File: src/rtl/code_lock_ctrl_pkg.sv
// Shared definitions for the keypad lock controller.
//   state_e     : controller state encoding
//   max_int     : larger of two integers (timer sizing)
//   cnt_w       : bits needed to hold the values 0..n
//   lowest_set  : index of the lowest set bit (button priority encode)
package code_lock_ctrl_pkg;

  typedef enum logic [1:0] {
    ST_LOCKED   = 2'd0,
    ST_UNLOCKED = 2'd1,
    ST_PROGRAM  = 2'd2,
    ST_LOCKOUT  = 2'd3
  } state_e;

  function automatic int max_int(input int a, input int b);
    return (a > b) ? a : b;
  endfunction

  function automatic int cnt_w(input int n);
    return (n < 1) ? 1 : $clog2(n + 1);
  endfunction

  // Scanning downwards leaves the lowest set index as the final value.
  function automatic int lowest_set(input logic [31:0] v);
    int r;
    r = 0;
    for (int i = 31; i >= 0; i--) begin
      if (v[i]) r = i;
    end
    return r;
  endfunction

endpackage

File: src/rtl/code_lock_ctrl_lock_timer.sv
// Down-counter shared by the lockout period and the auto-relock delay.
//   clk        in  rising-edge clock
//   reset      in  synchronous, active-high
//   load_i     in  load load_val_i (takes priority over counting)
//   load_val_i in  number of running cycles until done_o
//   run_i      in  count enable; count holds while low
//   done_o     out high during the last running cycle of the period
module lock_timer #(
  parameter int CNT_W = 4
) (
  input  logic             clk,
  input  logic             reset,
  input  logic             load_i,
  input  logic [CNT_W-1:0] load_val_i,
  input  logic             run_i,
  output logic             done_o
);

  logic [CNT_W-1:0] count_q;

  always_ff @(posedge clk) begin
    if (reset) begin
      count_q <= '0;
    end else if (load_i) begin
      count_q <= load_val_i;
    end else if (run_i && (count_q != '0)) begin
      count_q <= count_q - 1'b1;
    end
  end

  // A count of 1 marks the final cycle; a zero load (disabled timer) never fires.
  assign done_o = run_i && (count_q == CNT_W'(1));

endmodule

File: src/rtl/code_lock_ctrl.sv
// Keypad lock controller: digit entry, code compare, lockout after repeated
// failures, optional timed auto-relock and in-field code reprogramming.
//   clk         in  rising-edge clock
//   reset       in  synchronous, active-high
//   but         in  one-cycle digit strobes, lowest set index wins
//   open        in  one-cycle strobe: compare entry with stored code
//   relock      in  one-cycle strobe: relock (or abort programming and relock)
//   prog        in  one-cycle strobe: start reprogramming from UNLOCKED
//   lock        out 1 = locked
//   locked_out  out 1 while in LOCKOUT
//   programming out 1 while in PROGRAM
//   fail_count  out consecutive failed attempts, saturating at MAX_FAILS
module code_lock_ctrl
  import code_lock_ctrl_pkg::*;
#(
  parameter int NUM_BUTTONS = 4,
  parameter int CODE_LEN    = 4,
  parameter logic [CODE_LEN*$clog2(NUM_BUTTONS)-1:0] DEFAULT_CODE = {2'd2, 2'd1, 2'd3, 2'd0},
  parameter int MAX_FAILS   = 3,
  parameter int LOCKOUT_CYC = 1024,
  parameter int RELOCK_CYC  = 0
) (
  input  logic                           clk,
  input  logic                           reset,
  input  logic [NUM_BUTTONS-1:0]         but,
  input  logic                           open,
  input  logic                           relock,
  input  logic                           prog,
  output logic                           lock,
  output logic                           locked_out,
  output logic                           programming,
  output logic [$clog2(MAX_FAILS+1)-1:0] fail_count
);

  localparam int DIGIT_W = $clog2(NUM_BUTTONS);
  localparam int CODE_W  = CODE_LEN * DIGIT_W;
  localparam int IDX_W   = cnt_w(CODE_LEN);
  localparam int FC_W    = $clog2(MAX_FAILS + 1);
  localparam int TMR_W   = cnt_w(max_int(LOCKOUT_CYC, RELOCK_CYC));

  state_e             state_q, state_d;
  logic [IDX_W-1:0]   idx_q, idx_d;
  logic               ovf_q, ovf_d;
  logic [CODE_W-1:0]  entry_q, entry_d;
  logic [CODE_W-1:0]  shadow_q, shadow_d;
  logic [CODE_W-1:0]  code_q, code_d;
  logic [FC_W-1:0]    fc_q, fc_d;
  logic               lock_q, lo_q, prg_q;

  logic               digit_vld;
  logic [DIGIT_W-1:0] digit;
  logic               tmr_load, tmr_run, tmr_done;
  logic [TMR_W-1:0]   tmr_val;

  // Digit 0 occupies the MSBs of a code buffer.
  function automatic logic [CODE_W-1:0] put_digit(input logic [CODE_W-1:0] buf_v,
                                                  input logic [IDX_W-1:0]  pos,
                                                  input logic [DIGIT_W-1:0] d);
    logic [CODE_W-1:0] r;
    r = buf_v;
    for (int i = 0; i < CODE_LEN; i++) begin
      if (pos == IDX_W'(i)) r[(CODE_LEN-1-i)*DIGIT_W +: DIGIT_W] = d;
    end
    return r;
  endfunction

  assign digit_vld = |but;
  assign digit     = DIGIT_W'(lowest_set(32'(but)));

  always_comb begin
    state_d  = state_q;
    idx_d    = idx_q;
    ovf_d    = ovf_q;
    entry_d  = entry_q;
    shadow_d = shadow_q;
    code_d   = code_q;
    fc_d     = fc_q;
    case (state_q)
      ST_LOCKED: begin
        // open wins over a coincident digit and judges the pre-edge entry.
        if (open) begin
          if ((idx_q == IDX_W'(CODE_LEN)) && !ovf_q && (entry_q == code_q)) begin
            state_d = ST_UNLOCKED;
            fc_d    = '0;
          end else begin
            if (fc_q != FC_W'(MAX_FAILS)) fc_d = fc_q + 1'b1;
            if (fc_d == FC_W'(MAX_FAILS)) state_d = ST_LOCKOUT;
          end
          idx_d   = '0;
          ovf_d   = 1'b0;
          entry_d = '0;
        end else if (digit_vld) begin
          if (idx_q < IDX_W'(CODE_LEN)) begin
            entry_d = put_digit(entry_q, idx_q, digit);
            idx_d   = idx_q + 1'b1;
          end else begin
            ovf_d = 1'b1;
          end
        end
      end
      ST_UNLOCKED: begin
        if (prog) begin
          state_d = ST_PROGRAM;
          idx_d   = '0;
        end else if (relock || tmr_done) begin
          state_d = ST_LOCKED;
        end
      end
      ST_PROGRAM: begin
        if (relock) begin
          state_d = ST_LOCKED;
          idx_d   = '0;
        end else if (open) begin
          state_d = ST_UNLOCKED;
          idx_d   = '0;
        end else if (digit_vld) begin
          shadow_d = put_digit(shadow_q, idx_q, digit);
          if (idx_q == IDX_W'(CODE_LEN - 1)) begin
            code_d  = shadow_d;
            state_d = ST_UNLOCKED;
            idx_d   = '0;
          end else begin
            idx_d = idx_q + 1'b1;
          end
        end
      end
      ST_LOCKOUT: begin
        if (tmr_done) begin
          state_d = ST_LOCKED;
          fc_d    = '0;
        end
      end
      default: state_d = ST_LOCKED;
    endcase
  end

  // The timer reloads on every entry to UNLOCKED or LOCKOUT; PROGRAM freezes it.
  assign tmr_load = (state_d != state_q) &&
                    ((state_d == ST_UNLOCKED) || (state_d == ST_LOCKOUT));
  assign tmr_val  = (state_d == ST_LOCKOUT) ? TMR_W'(LOCKOUT_CYC) : TMR_W'(RELOCK_CYC);
  assign tmr_run  = (state_q == ST_LOCKOUT) ||
                    ((state_q == ST_UNLOCKED) && (RELOCK_CYC > 0));

  lock_timer #(
    .CNT_W (TMR_W)
  ) u_timer (
    .clk        (clk),
    .reset      (reset),
    .load_i     (tmr_load),
    .load_val_i (tmr_val),
    .run_i      (tmr_run),
    .done_o     (tmr_done)
  );

  always_ff @(posedge clk) begin
    if (reset) begin
      state_q <= ST_LOCKED;
      idx_q   <= '0;
      ovf_q   <= 1'b0;
      entry_q <= '0;
      code_q  <= DEFAULT_CODE;
      fc_q    <= '0;
      lock_q  <= 1'b1;
      lo_q    <= 1'b0;
      prg_q   <= 1'b0;
    end else begin
      state_q <= state_d;
      idx_q   <= idx_d;
      ovf_q   <= ovf_d;
      entry_q <= entry_d;
      code_q  <= code_d;
      fc_q    <= fc_d;
      lock_q  <= (state_d == ST_LOCKED) || (state_d == ST_LOCKOUT);
      lo_q    <= (state_d == ST_LOCKOUT);
      prg_q   <= (state_d == ST_PROGRAM);
    end
  end

  // Shadow contents are only meaningful after CODE_LEN digits overwrite them.
  always_ff @(posedge clk) begin
    shadow_q <= shadow_d;
  end

  assign lock        = lock_q;
  assign locked_out  = lo_q;
  assign programming = prg_q;
  assign fail_count  = fc_q;

endmodule

File: config.mk
export PLATFORM = sky130hd
export DESIGN_NAME = code_lock_ctrl
export DESIGN_NICKNAME = d
export VERILOG_FILES = /design/src/rtl/code_lock_ctrl_pkg.sv /design/src/rtl/code_lock_ctrl_lock_timer.sv /design/src/rtl/code_lock_ctrl.sv
export SDC_FILE = /design/constraint.sdc
export NUM_CORES = 1
export LEC_CHECK = 0
export CORE_ASPECT_RATIO = 1.75
export CORE_MARGIN = 3
export CORE_UTILIZATION = 60
export DETAILED_ROUTE_END_ITERATION = 10
export PLACE_DENSITY = 0.8
export SYNTH_ARGS = -nofsm -noshare
export SYNTH_HDL_FRONTEND = slang
export SYNTH_SLANG_ARGS = --single-unit
export TNS_END_PERCENT = 50
File: constraint.sdc
create_clock -name clk -period 6.95 [get_ports clk]
set_input_delay 1.0425 -clock clk [delete_from_list [all_inputs] [get_ports clk]]
set_output_delay 1.0425 -clock clk [all_outputs]
set_load 0.02 [all_outputs]
-- Yosys cells after proc, flatten, opt, wreduce, memory -nomap -nowiden
Index checks and enable logic that the tools add are counted.
- logic and storage cells: 123
- bits in latches: 0
- register bits after elaboration: 46
- memories: 0
- bits in read-only memories: 0
- bits in writable memories: 0
- bitwise operators: 2
- shift-type cells: 0
- eq/ne operators: 22
- magnitude comparators: 1
- add/sub/neg operators: 3
- reductions and logical operators: 32
- divide/modulo/power cells: 0
- muxes and demuxes: 49
- $mul: 0
- operator list (cell ; count):
    $mux W2 ; 29
    $mux W11 ; 3
    $mux W3 ; 8
    $mux W8 ; 3
    $reduce_and A4 Y1 ; 5
    $reduce_bool A2 Y1 ; 8
    $eq A11 B1 Y1 const B ; 1
    $reduce_bool A11 Y1 ; 1
    $sub A11 B1 Y11 const B ; 1
    $eq A2 B2 Y1 const B ; 5
    $ne A2 B2 Y1 const B ; 5
    $reduce_and A5 Y1 ; 2
    $pmux W3 S3 ; 1
    $eq A8 B8 Y1 ; 1
    $pmux W2 S4 ; 1
    $eq A3 B2 Y1 const B ; 2
    $ne A3 B3 Y1 const B ; 2
    $reduce_and A3 Y1 ; 2
    $logic_and A1 B1 Y1 ; 5
    $eq A2 B1 Y1 const B ; 2
    $logic_not A2 Y1 ; 2
    $ne A4 B4 Y1 const B ; 1
    $pmux W2 S2 ; 1
    $reduce_or A4 Y1 ; 1
    other kinds (12) ; 17

-- Longest topological paths before layout
Gate-level depths: netlist (run 1).
- depth in word-level cells: 15
- depth in mapped cells: 10
- mapped depth without buffers: 10

-- Modules after synthesis
A second synthesis (run 1) with hierarchy kept.
- cells, all modules: 299
- area, all modules: 2612.5 um^2
- by module, submodules not included (module ; area an instance (um^2) ; times used ; sequential area each (um^2) ; cells each):
    code_lock_ctrl ; 1963.1 ; 1 ; 750.7 ; 219
    lock_timer ; 649.4 ; 1 ; 220.2 ; 80

-- Least setup slack after synthesis (run 1)
OpenSTA, ideal clock, no wires.
- path kind: input-to-reg
- start point: input port but[0]
- end point: register u_timer.count_q[10]
- setup slack: 3.919 ns
- stages: 8
- arrival time: 2.910 ns
- path buffers: 0
- cells stage by stage: or4_4 a21o_1 a221o_1 o22ai_4 inv_1 ha_1 nor2b_1 mux2_4
- elaborated cells between the ends (all ways): 13
- RTL lines (what ; line ; RTL):
    from (decl) ; code_lock_ctrl.sv:25 ; input logic [NUM_BUTTONS-1:0] but,
    $reduce_or A4 Y1 ; code_lock_ctrl.sv:67 ; assign digit_vld = |but;
    $mux W2 ; code_lock_ctrl.sv:116 ; end else if (digit_vld) begin
    $mux W2 ; code_lock_ctrl.sv:113 ; end else if (open) begin
    $mux W2 ; code_lock_ctrl.sv:110 ; if (relock) begin
    $pmux W2 S4 ; code_lock_ctrl.sv:78 ; case (state_q)
    via state_d[0] ; code_lock_ctrl.sv:41 ; state_e state_q, state_d;
    $eq A2 B2 Y1 ; code_lock_ctrl.sv:140 ; assign tmr_val = (state_d == ST_LOCKOUT) ? TMR_W'(LOCKOUT_CYC) : TMR_W'(RELOCK_CYC);
    $mux W11 ; code_lock_ctrl.sv:140 ;
    via tmr_val[10] ; code_lock_ctrl.sv:53 ; logic [TMR_W-1:0] tmr_val;
    $mux W11 ; code_lock_ctrl_lock_timer.sv:24 ; end else if (load_i) begin
    to (signal assigned) ; code_lock_ctrl_lock_timer.sv:25 ; count_q <= load_val_i;
    to (signal assigned) ; code_lock_ctrl_lock_timer.sv:27 ; count_q <= count_q - 1'b1;
    to (decl) ; code_lock_ctrl_lock_timer.sv:19 ; logic [CNT_W-1:0] count_q;
The timed path passes the listed nets, and every way through them passes these cells.
A chain may end at the register's enable or synchronous reset.

-- Worst setup path after layout (run 1)
Same ends and word-level chain as after synthesis.

==> results of run 1 <==
worst max-delay path, stage by stage:
cell and delay (ns):
clkdlybuf4s50_1 0.49, or4_4 0.60, a21o_1 0.20, a221o_1 0.35, o22ai_4 0.21, inv_1 0.08
ha_1 0.19, nor2b_1 0.13, mux2_4 0.27
registers in the layout, indices dropped and copies added (netlist names):
name and cells:
state_q 2, shadow_q 8, fail_count 2, u_timer.count_q 11, locked_out 1, entry_q 8
idx_q 3, ovf_q 1, programming 1, code_q 8, lock 1
layer usage:
layer	GRT usage	up-vias	part of all wire
li1	-	1012	-
met1	0.2095	954	0.36
met2	0.4368	30	0.59
met3	0.02901	13	0.021
met4	0.1075	0	0.024
met5	0	-	0
power breakdown:
group          total, mW  switching, mW  internal (mW)
Combinational      0.225          0.140         0.0850
Sequential         0.298         0.0129          0.285
Clock              0.165         0.0943         0.0707
Total              0.688          0.247          0.441
synthesized netlist by cell type (3+ instances only):
cell type	n
a21oi_1	17
and4_1	3
buf_6	5
clkbuf_1	4
dfxtp_1	38
edfxtp_1	8
ha_1	16
inv_1	15
mux2_2	8
mux2i_1	3
nand2_1	21
nand3_1	24
nand3b_1	5
nand4_1	3
nor2_1	25
nor2b_1	7
nor3_1	10
nor3_2	8
nor4_1	4
o21ai_0	6
xnor2_1	4
xor2_1	11
layout make-up:
cell class              instances  area (um2)
inverters                      15       56.30
repair buffers                 14       137.6
fillers                       327        1343
flip-flops and latches         46        1001
clock inverters                 3       21.27
multi-input cells             210        1461
clock buffers                   5       68.82
well taps                      49       61.31
worst paths after layout:
check                               start                                to  slack, ns  cells past startpoint
setup / recovery                   but[0]  u_timer.count_q[10]$_SDFFE_PP0P_       3.58                      9
hold / removal    entry_q[7]$_SDFFE_PP0P_           entry_q[7]$_SDFFE_PP0P_       0.49                      2
hold reg to reg   entry_q[7]$_SDFFE_PP0P_           entry_q[7]$_SDFFE_PP0P_       0.49                      2
setup reg to reg    state_q[0]$_SDFF_PP0_            code_q[6]$_SDFFE_PP0P_       4.28                      7
layout by cell type, fill, tap and decap left out, types with 2 or more instances in the layout:
cell / n
a211oi_2: 2
a21o_1: 2
a21oi_1: 17
a31oi_1: 2
and2_1: 2
and4_1: 3
clkbuf_8: 5
clkdlybuf4s50_1: 13
dfxtp_1: 38
edfxtp_1: 8
ha_1: 16
inv_1: 15
mux2_2: 8
mux2i_1: 3
nand2_1: 21
nand2b_1: 2
nand3_1: 24
nand3b_1: 5
nand4_1: 3
nor2_1: 25
nor2b_1: 7
nor3_1: 10
nor3_2: 8
nor4_1: 4
o21a_1: 2
o21ai_0: 6
xnor2_1: 4
xor2_1: 11
cell families after synthesis:
kind of cell             Yosys count
AO/OA/AOI/OAI                     43
XOR/XNOR                          15
adder cells (fa/ha/maj)           16
buffers and inverters             26
flip-flops                        46
multiplexers                      12
AND/OR/NAND/NOR                  124
stage by stage:
stage                       util  hold WS (ns)
after floorplan                -        0.4478
after global placement    0.6548        0.4585
after detailed placement  0.6548        0.4707
after CTS                 0.6765        0.4836
after global routing      0.6765        0.5191
final                     0.6765        0.4856
==> impl_metrics.json, run 1 <==
{
  "cts.path.max_buffers": 2,
  "power_mw": 0.6879,
  "finalCriticalPeriod_ns": 3.375,
  "worst-path-max-fanout": 6,
  "synthesis.yosys.warnings": 0,
  "place_area_um2": 2718,
  "finalInstanceArea_um2": 2808,
  "syn_nets": 307,
  "viasPerCell": 5.874,
  "rows": 31,
  "overflow": 0,
  "cts_setup_buffers": 0,
  "outcome": "finished, final reports clean",
  "start_util": 0.6271,
  "ir_drop_mv": 0.1813,
  "num-nets-final": 317,
  "first_pass_iters": 5,
  "place_congestion": 0.8600,
  "synth_flop_cell": "dfxtp_1",
  "required_ns": 7.15,
  "worst_setup_path_end_kind": "register",
  "area_growth_pct": 7.885,
  "synth_compound_area_frac": 0.1192,
  "async_flop_share": 0,
  "ctsResizeCount": 0,
  "clkTransAtPathRegs_ns": 0.08,
  "setup_viol": 0,
  "grt_start_max_net_pins": 39,
  "synth_cell_type_count": 53,
  "hold_viol_final": 0,
  "dp_hpwl_um": 4060,
  "start_kind": "primary input",
  "yosysSeqAreaShare": 0.3846,
  "timing.fmax_ghz": 0.2963,
  "drt_iter0_drc": 48,
  "antenna_left": 0,
  "synthAdderAreaFrac": 0.07692,
  "powerDensity_nw_per_um2": 245.0,
  "clock_latency_ns": 0.31,
  "synth_top_family_by_area": "simple AND/OR/NAND/NOR gates",
  "p_leak_nw": 1.077,
  "synthCells": 282,
  "wl_per_cell_um": 15.35,
  "clockRootBuffer": "clkbuf_8",
  "setup_slack_ns": 3.575,
  "final_max_slew_viol_count": 0,
  "core-area_um2": 4150,
  "syn_area_um2": 2602,
  "drive_above_1_share": 0.1263,
  "dp_cells": 334,
  "die_w_um": 55.79,
  "synth.area.top_cells": "dfxtp_1, edfxtp_1, ha_1",
  "synth_mux_area_frac": 0.05192,
  "max_slew.worst_pin.slew_ns": 1.160,
  "cts_buffers": 5,
  "ys_seq_elements": 46,
  "yosys.area_share.simple": 0.2630,
  "n_antenna_cell": 0,
  "slew_headroom": 0.2207,
  "path_class": "primary input to register",
  "clkSinkCount": 46,
  "io_buffers": 13,
  "worstHoldPathType": "register to register",
  "grt_pass1_vias": 2041,
  "grt_usage": 0.2181,
  "skew_ns": 0.004429,
  "synth_top_area_frac": 0.2923,
  "worstPathArrival_ns": 3.57,
  "drc": 0,
  "drv_cap": 0,
  "yosys.area.top_type": "dfxtp_1",
  "grt_pass1_wl_um": 8963,
  "rsz0062_at_grt": "false",
  "timing.final.crit_share": 0.4856,
  "synth_edf_count": 8,
  "fin_cells": 342,
  "ctsHoldBuffers": 0,
  "fin_setup_tns_ns": 0,
  "htree_levels": 2,
  "drt_wl_total_um": 5248,
  "num_vias": 2009,
  "cts_tree": "done",
  "die_h_um": 93.13,
  "synthXorXnorAreaFrac": 0.05048,
  "place_ws_ns": 3.278,
  "ios": 14,
  "die-area_um2": 5195,
  "avgSynthCellArea_um2": 9.229,
  "antenna_found_initial": 0
}
Power figures use the tool's default switching activity.
==> inputs of run 2 (changes only) <==
CORE_UTILIZATION = 59   (was 60)
PLACE_DENSITY = 0.79   (was 0.8)
clock period = 3.5 ns   (was 6.95 ns; I/O delays follow)
==> run 2 against run 1 <==
  * Die area is 1.5% higher
  * Cell count is 0.29% higher
  * Critical path depth stayed put
  * Worst setup slack worse by 3.0 ns
  * Clock power is 110% higher
  * Worst hold slack worse by 0.0060 ns
  * Final area is 0.45% higher
  * Sequential share of layout area is 0.16 points lower
  * Clock skew is 0.0038 ns higher
  * Register-to-register slack worse by 3.3 ns
  * Non-clock buffer count is 1 higher
==> impl_metrics.json, run 2 (synthesized netlist as in run 1, its figures left out) <==
{
  "outcome": "finished, final reports clean",
  "largest_reg_flops": 11,
  "skew_ns": 0.008216,
  "antenna_left": 0,
  "max_slew.worst_pin.slew_ns": 0.8484,
  "ff_latch_area_um2": 1001,
  "clkTransAtPathRegs_ns": 0.09,
  "setup_viol": 0,
  "worst_setup_path_end_kind": "register",
  "maxUsedRoutingLayer": "met4",
  "final_cell_mix": "dfxtp_1, nor2_1, nand3_1, nand2_1, a21oi_1",
  "ios": 14,
  "fin_setup_tns_ns": 0,
  "routed-wl-met2_um": 3097,
  "antenna_found_initial": 0,
  "ctsResizeCount": 0,
  "place_congestion": 0.7922,
  "drt_iter0_drc": 72,
  "timing.final.crit_share": 0.8225,
  "worst-path-max-fanout": 6,
  "io_buffers": 13,
  "die_h_um": 93.86,
  "crit_path_cell_trace": "clkdlybuf4s50_1 > or4_4 > a21o_1 > a221o_1 > o22ai_4 > inv_1 > ha_1 > nor2b_1 > mux2_4",
  "worst_hold_slack_ns": 0.4795,
  "fill_cells": 353,
  "wl_met1_um": 2014,
  "slew_headroom": 0.4270,
  "htree_levels": 2,
  "final_common_cell": "dfxtp_1",
  "drc": 0,
  "timing.rr.start": "state_q[0]$_SDFF_PP0_",
  "wl_per_cell_um": 15.68,
  "viasPerCell": 5.854,
  "cp_slowest_cell": "or4_4",
  "drt_wl_total_um": 5378,
  "powerDensity_nw_per_um2": 492.3,
  "clockRootBuffer": "clkbuf_8",
  "cp-startpoint": "but[0]",
  "core-area_um2": 4189,
  "place_area_um2": 2725,
  "clock_latency_ns": 0.30,
  "ir_drop_mv": 0.3586,
  "start_util": 0.6213,
  "grt_usage": 0.2254,
  "grt_pass1_vias": 2029,
  "ctsHoldBuffers": 0,
  "dp_hpwl_um": 4066,
  "overflow": 0,
  "rsz0062_at_grt": "false",
  "path_class": "primary input to register",
  "p_leak_nw": 1.087,
  "multi_input_area_um2": 1461,
  "cts.path.max_buffers": 2,
  "top_register": "u_timer.count_q",
  "worstPathArrival_ns": 3.08,
  "rows": 31,
  "start_kind": "primary input",
  "num_vias": 2008,
  "hold_viol_final": 0,
  "drv_cap": 0,
  "clkSinkCount": 46,
  "required_ns": 3.70,
  "die_w_um": 56.21,
  "wl_met3_um": 99,
  "cts_buffers": 5,
  "grt_start_max_net_pins": 21,
  "timing.fmax_ghz": 0.3474,
  "n_antenna_cell": 0,
  "place_ws_ns": 0.3225,
  "first_pass_iters": 4,
  "slowest_delay_ns": 0.61,
  "cts_setup_buffers": 0,
  "setup_slack_ns": 0.6214,
  "area_growth_pct": 8.365,
  "drive_above_1_share": 0.1259,
  "finalCriticalPeriod_ns": 2.879,
  "worstHoldPathType": "register to register",
  "num-nets-final": 318,
  "finalInstanceArea_um2": 2820,
  "die-area_um2": 5275,
  "final_max_slew_viol_count": 0,
  "grt_pass1_wl_um": 9239,
  "cts_tree": "done",
  "min_from": "code_q[1]$_SDFFE_PP0P_"
}
[run 2: cell types whose count changed in the layout (fill, tap and decap cells not counted)]
cell	previous run	this run
clkbuf_1	0	1
clkinvlp_4	1	0
inv_6	0	1
clkbuf_8	5	6
buf_4	1	2
clkinv_2	1	0
clkinv_4	1	0
[run 2: per-layer routing]
| layer | GRT usage | vias to the layer above |
|---|---|---|
| li1 | - | 1010 |
| met1 | 0.2244 | 956 |
| met2 | 0.4326 | 28 |
| met3 | 0.03851 | 14 |
| met4 | 0.1168 | 0 |
| met5 | 0 | - |
[run 2: power breakdown]
| group | switching, mW | internal, mW | total (mW) |
|---|---|---|---|
| Sequential | 0.0265 | 0.567 | 0.593 |
| Clock | 0.180 | 0.163 | 0.343 |
| Combinational | 0.282 | 0.170 | 0.452 |
[run 2: final timing paths]
path,slack [ns],cells after the start,to
worst max-delay path,0.62,9,u_timer.count_q[10]$_SDFFE_PP0P_
worst min-delay path,0.48,2,code_q[1]$_SDFFE_PP0P_
worst max register to register,0.95,7,u_timer.count_q[9]$_SDFFE_PP0P_
worst min register to register,0.48,2,code_q[1]$_SDFFE_PP0P_
[run 2: layout make-up]
class	instances	area share
multi-input cells	210	0.5182
repair buffers	15	0.05146
well taps	49	0.02174
inverters	15	0.01996
flip-flops and latches	46	0.3549
clock buffers	7	0.03061
clock inverters	1	0.003106
[run 2: worst max-delay path, delay by kind of cell]
| family | cells | cell delay (ns) |
|---|---|---|
| multiplexers | 1 | 0.28 |
| AND/OR/NAND/NOR | 2 | 0.74 |
| AO/OA/AOI/OAI | 3 | 0.77 |
| adder cells (fa/ha/maj) | 1 | 0.19 |
| buffers and inverters | 2 | 0.57 |
[run 2: through the flow]
step,instances,util,power [mW]
floorplan,282,-,0.9684
global placement,335,0.6505,1.038
detailed placement,335,0.6505,1.052
CTS,343,0.6732,1.399
global route,343,0.6732,1.462
finish,343,0.6732,1.388
==> inputs of run 3 (changes only) <==
clock period = 2.7 ns   (was 3.5 ns; I/O delays follow)
==> run 3 against run 2 <==
  * Die area stayed put
  * Via count is 2.5% higher
  * Count of clock-buffer cells in the layout is 2 lower
  * Critical path depth stayed put
  * Worst hold slack hardly changed
  * Routed wire length is 3.0% higher
  * First-iteration DRC count is 26% higher
  * Non-clock buffer count is 14 higher
  * Highest routed layer unchanged
==> impl_metrics.json, run 3 (synthesized netlist as in run 1, its figures left out) <==
{
  "clockRootBuffer": "clkbuf_8",
  "ctsHoldBuffers": 0,
  "drt_wl_total_um": 5540,
  "grt_pass1_wl_um": 9653,
  "first_pass_iters": 4,
  "grt_start_max_net_pins": 39,
  "drt_iter0_drc": 91,
  "required_ns": 2.90,
  "timing.fmax_ghz": 0.4011,
  "ir_drop_mv": 0.5884,
  "final_cell_mix": "dfxtp_1, nor2_1, nand3_1, nand2_1, a21oi_1",
  "rsz0062_at_grt": "false",
  "fill_cells": 347,
  "num_vias": 2058,
  "die_h_um": 93.86,
  "powerDensity_nw_per_um2": 679.7,
  "worst_setup_path_end_kind": "register",
  "worstPathArrival_ns": 2.69,
  "ios": 14,
  "core-area_um2": 4189,
  "setup_viol": 0,
  "worstHoldPathType": "register to register",
  "area_growth_pct": 14.04,
  "timing.final.crit_share": 0.9233,
  "viasPerCell": 5.765,
  "multi_input_area_um2": 1461,
  "overflow": 0,
  "final_max_slew_viol_count": 0,
  "start_kind": "primary input",
  "final_common_cell": "dfxtp_1",
  "start_util": 0.6213,
  "num-nets-final": 332,
  "io_buffers": 13,
  "skew_ns": 0.005400,
  "htree_levels": 2,
  "ctsResizeCount": 0,
  "cts.path.max_buffers": 2,
  "dp_hpwl_um": 4228,
  "cts_buffers": 5,
  "drc": 0,
  "max_slew.worst_pin.slew_ns": 0.5330,
  "slew_headroom": 0.6419,
  "rows": 31,
  "wl_per_cell_um": 15.52,
  "fin_cells": 357,
  "setup_slack_ns": 0.2070,
  "worst-r2r-cell-count": 7,
  "place_congestion": 0.8612,
  "worst_hold_slack_ns": 0.4796,
  "n_antenna_cell": 0,
  "antenna_left": 0,
  "cts_tree": "done",
  "cts_setup_buffers": 0,
  "fin_util": 0.7085,
  "dp_cells": 349,
  "path_class": "primary input to register",
  "grt_pass1_vias": 2118,
  "clkSinkCount": 46,
  "largest_reg_flops": 11,
  "whs_path_depth": 2,
  "top_register": "u_timer.count_q",
  "hold_viol_final": 0,
  "outcome": "finished, final reports clean",
  "drv_cap": 0,
  "finalCriticalPeriod_ns": 2.493,
  "rrSetupSlack_ns": 0.29,
  "fin_setup_tns_ns": 0,
  "antenna_found_initial": 0,
  "clkTransAtPathRegs_ns": 0.09,
  "whs_endpoint": "code_q[0]$_SDFFE_PP0P_",
  "grt_usage": 0.2356,
  "die-area_um2": 5275,
  "drive_above_1_share": 0.1688,
  "p_leak_nw": 1.175,
  "worst-path-max-fanout": 2,
  "min_from": "code_q[0]$_SDFFE_PP0P_",
  "clock_latency_ns": 0.30,
  "timing.rr.start": "state_q[0]$_SDFF_PP0_",
  "die_w_um": 56.21,
  "place_ws_ns": -0.1056,
  "ff_latch_area_um2": 1001,
  "r2r_end": "u_timer.count_q[9]$_SDFFE_PP0P_"
}
-- run 3: cell type report --
class	instances	share of cell area
Multi-Input combinational cell	210	0.4924
Sequential cell	46	0.3373
Timing Repair Buffer	29	0.08432
Clock buffer	5	0.02319
Clock inverter	3	0.02319
Tap cell	49	0.02066
Inverter	15	0.01897
-- run 3: through the flow --
stage | power [mW] | instance area, um2
6_report | 2.017 | 2968
5_1_grt | 2.133 | 2968
4_1_cts | 2.030 | 2968
3_5_place_dp | 1.421 | 2830
3_3_place_gp | 1.411 | 2830
2_1_floorplan | 1.255 | 2603
-- run 3: how the worst max path moves through the flow --
| stage | cells after the start | from | slack (ns) | endpoint |
|---|---|---|---|---|
| floorplan | 8 | but[0] | 0.31 | u_timer.count_q[10]$_SDFFE_PP0P_ |
| CTS | 9 | but[0] | 0.21 | u_timer.count_q[10]$_SDFFE_PP0P_ |
| global placement | 9 | but[0] | -0.1 | u_timer.count_q[10]$_SDFFE_PP0P_ |
| detailed placement | 9 | but[0] | -0.11 | u_timer.count_q[10]$_SDFFE_PP0P_ |
| global route | 10 | but[0] | 0.09 | u_timer.count_q[10]$_SDFFE_PP0P_ |
| finish | 9 | but[0] | 0.21 | u_timer.count_q[10]$_SDFFE_PP0P_ |
-- run 3: worst max-delay path, stage by stage --
cell and delay, ns:
clkdlybuf4s50_1 0.42, or4_4 0.55, a21o_1 0.19, a221o_1 0.36, o22ai_4 0.13, inv_1 0.06
ha_1 0.18, nor2b_1 0.13, mux2_4 0.27
-- run 3: report_power, final --
group	internal, mW	switching (mW)
logic	0.263	0.382
registers	0.735	0.0329
clock network	0.371	0.235
-- run 3: per-layer routing --
metal	wire length [um]	share of wire	vias to the layer above	global-route usage
met4	136	0.025	0	0.1030
met5	0	0	-	0
met3	119	0.021	11	0.04402
li1	-	-	1043	-
met1	1987	0.36	970	0.2260
met2	3297	0.60	34	0.4688
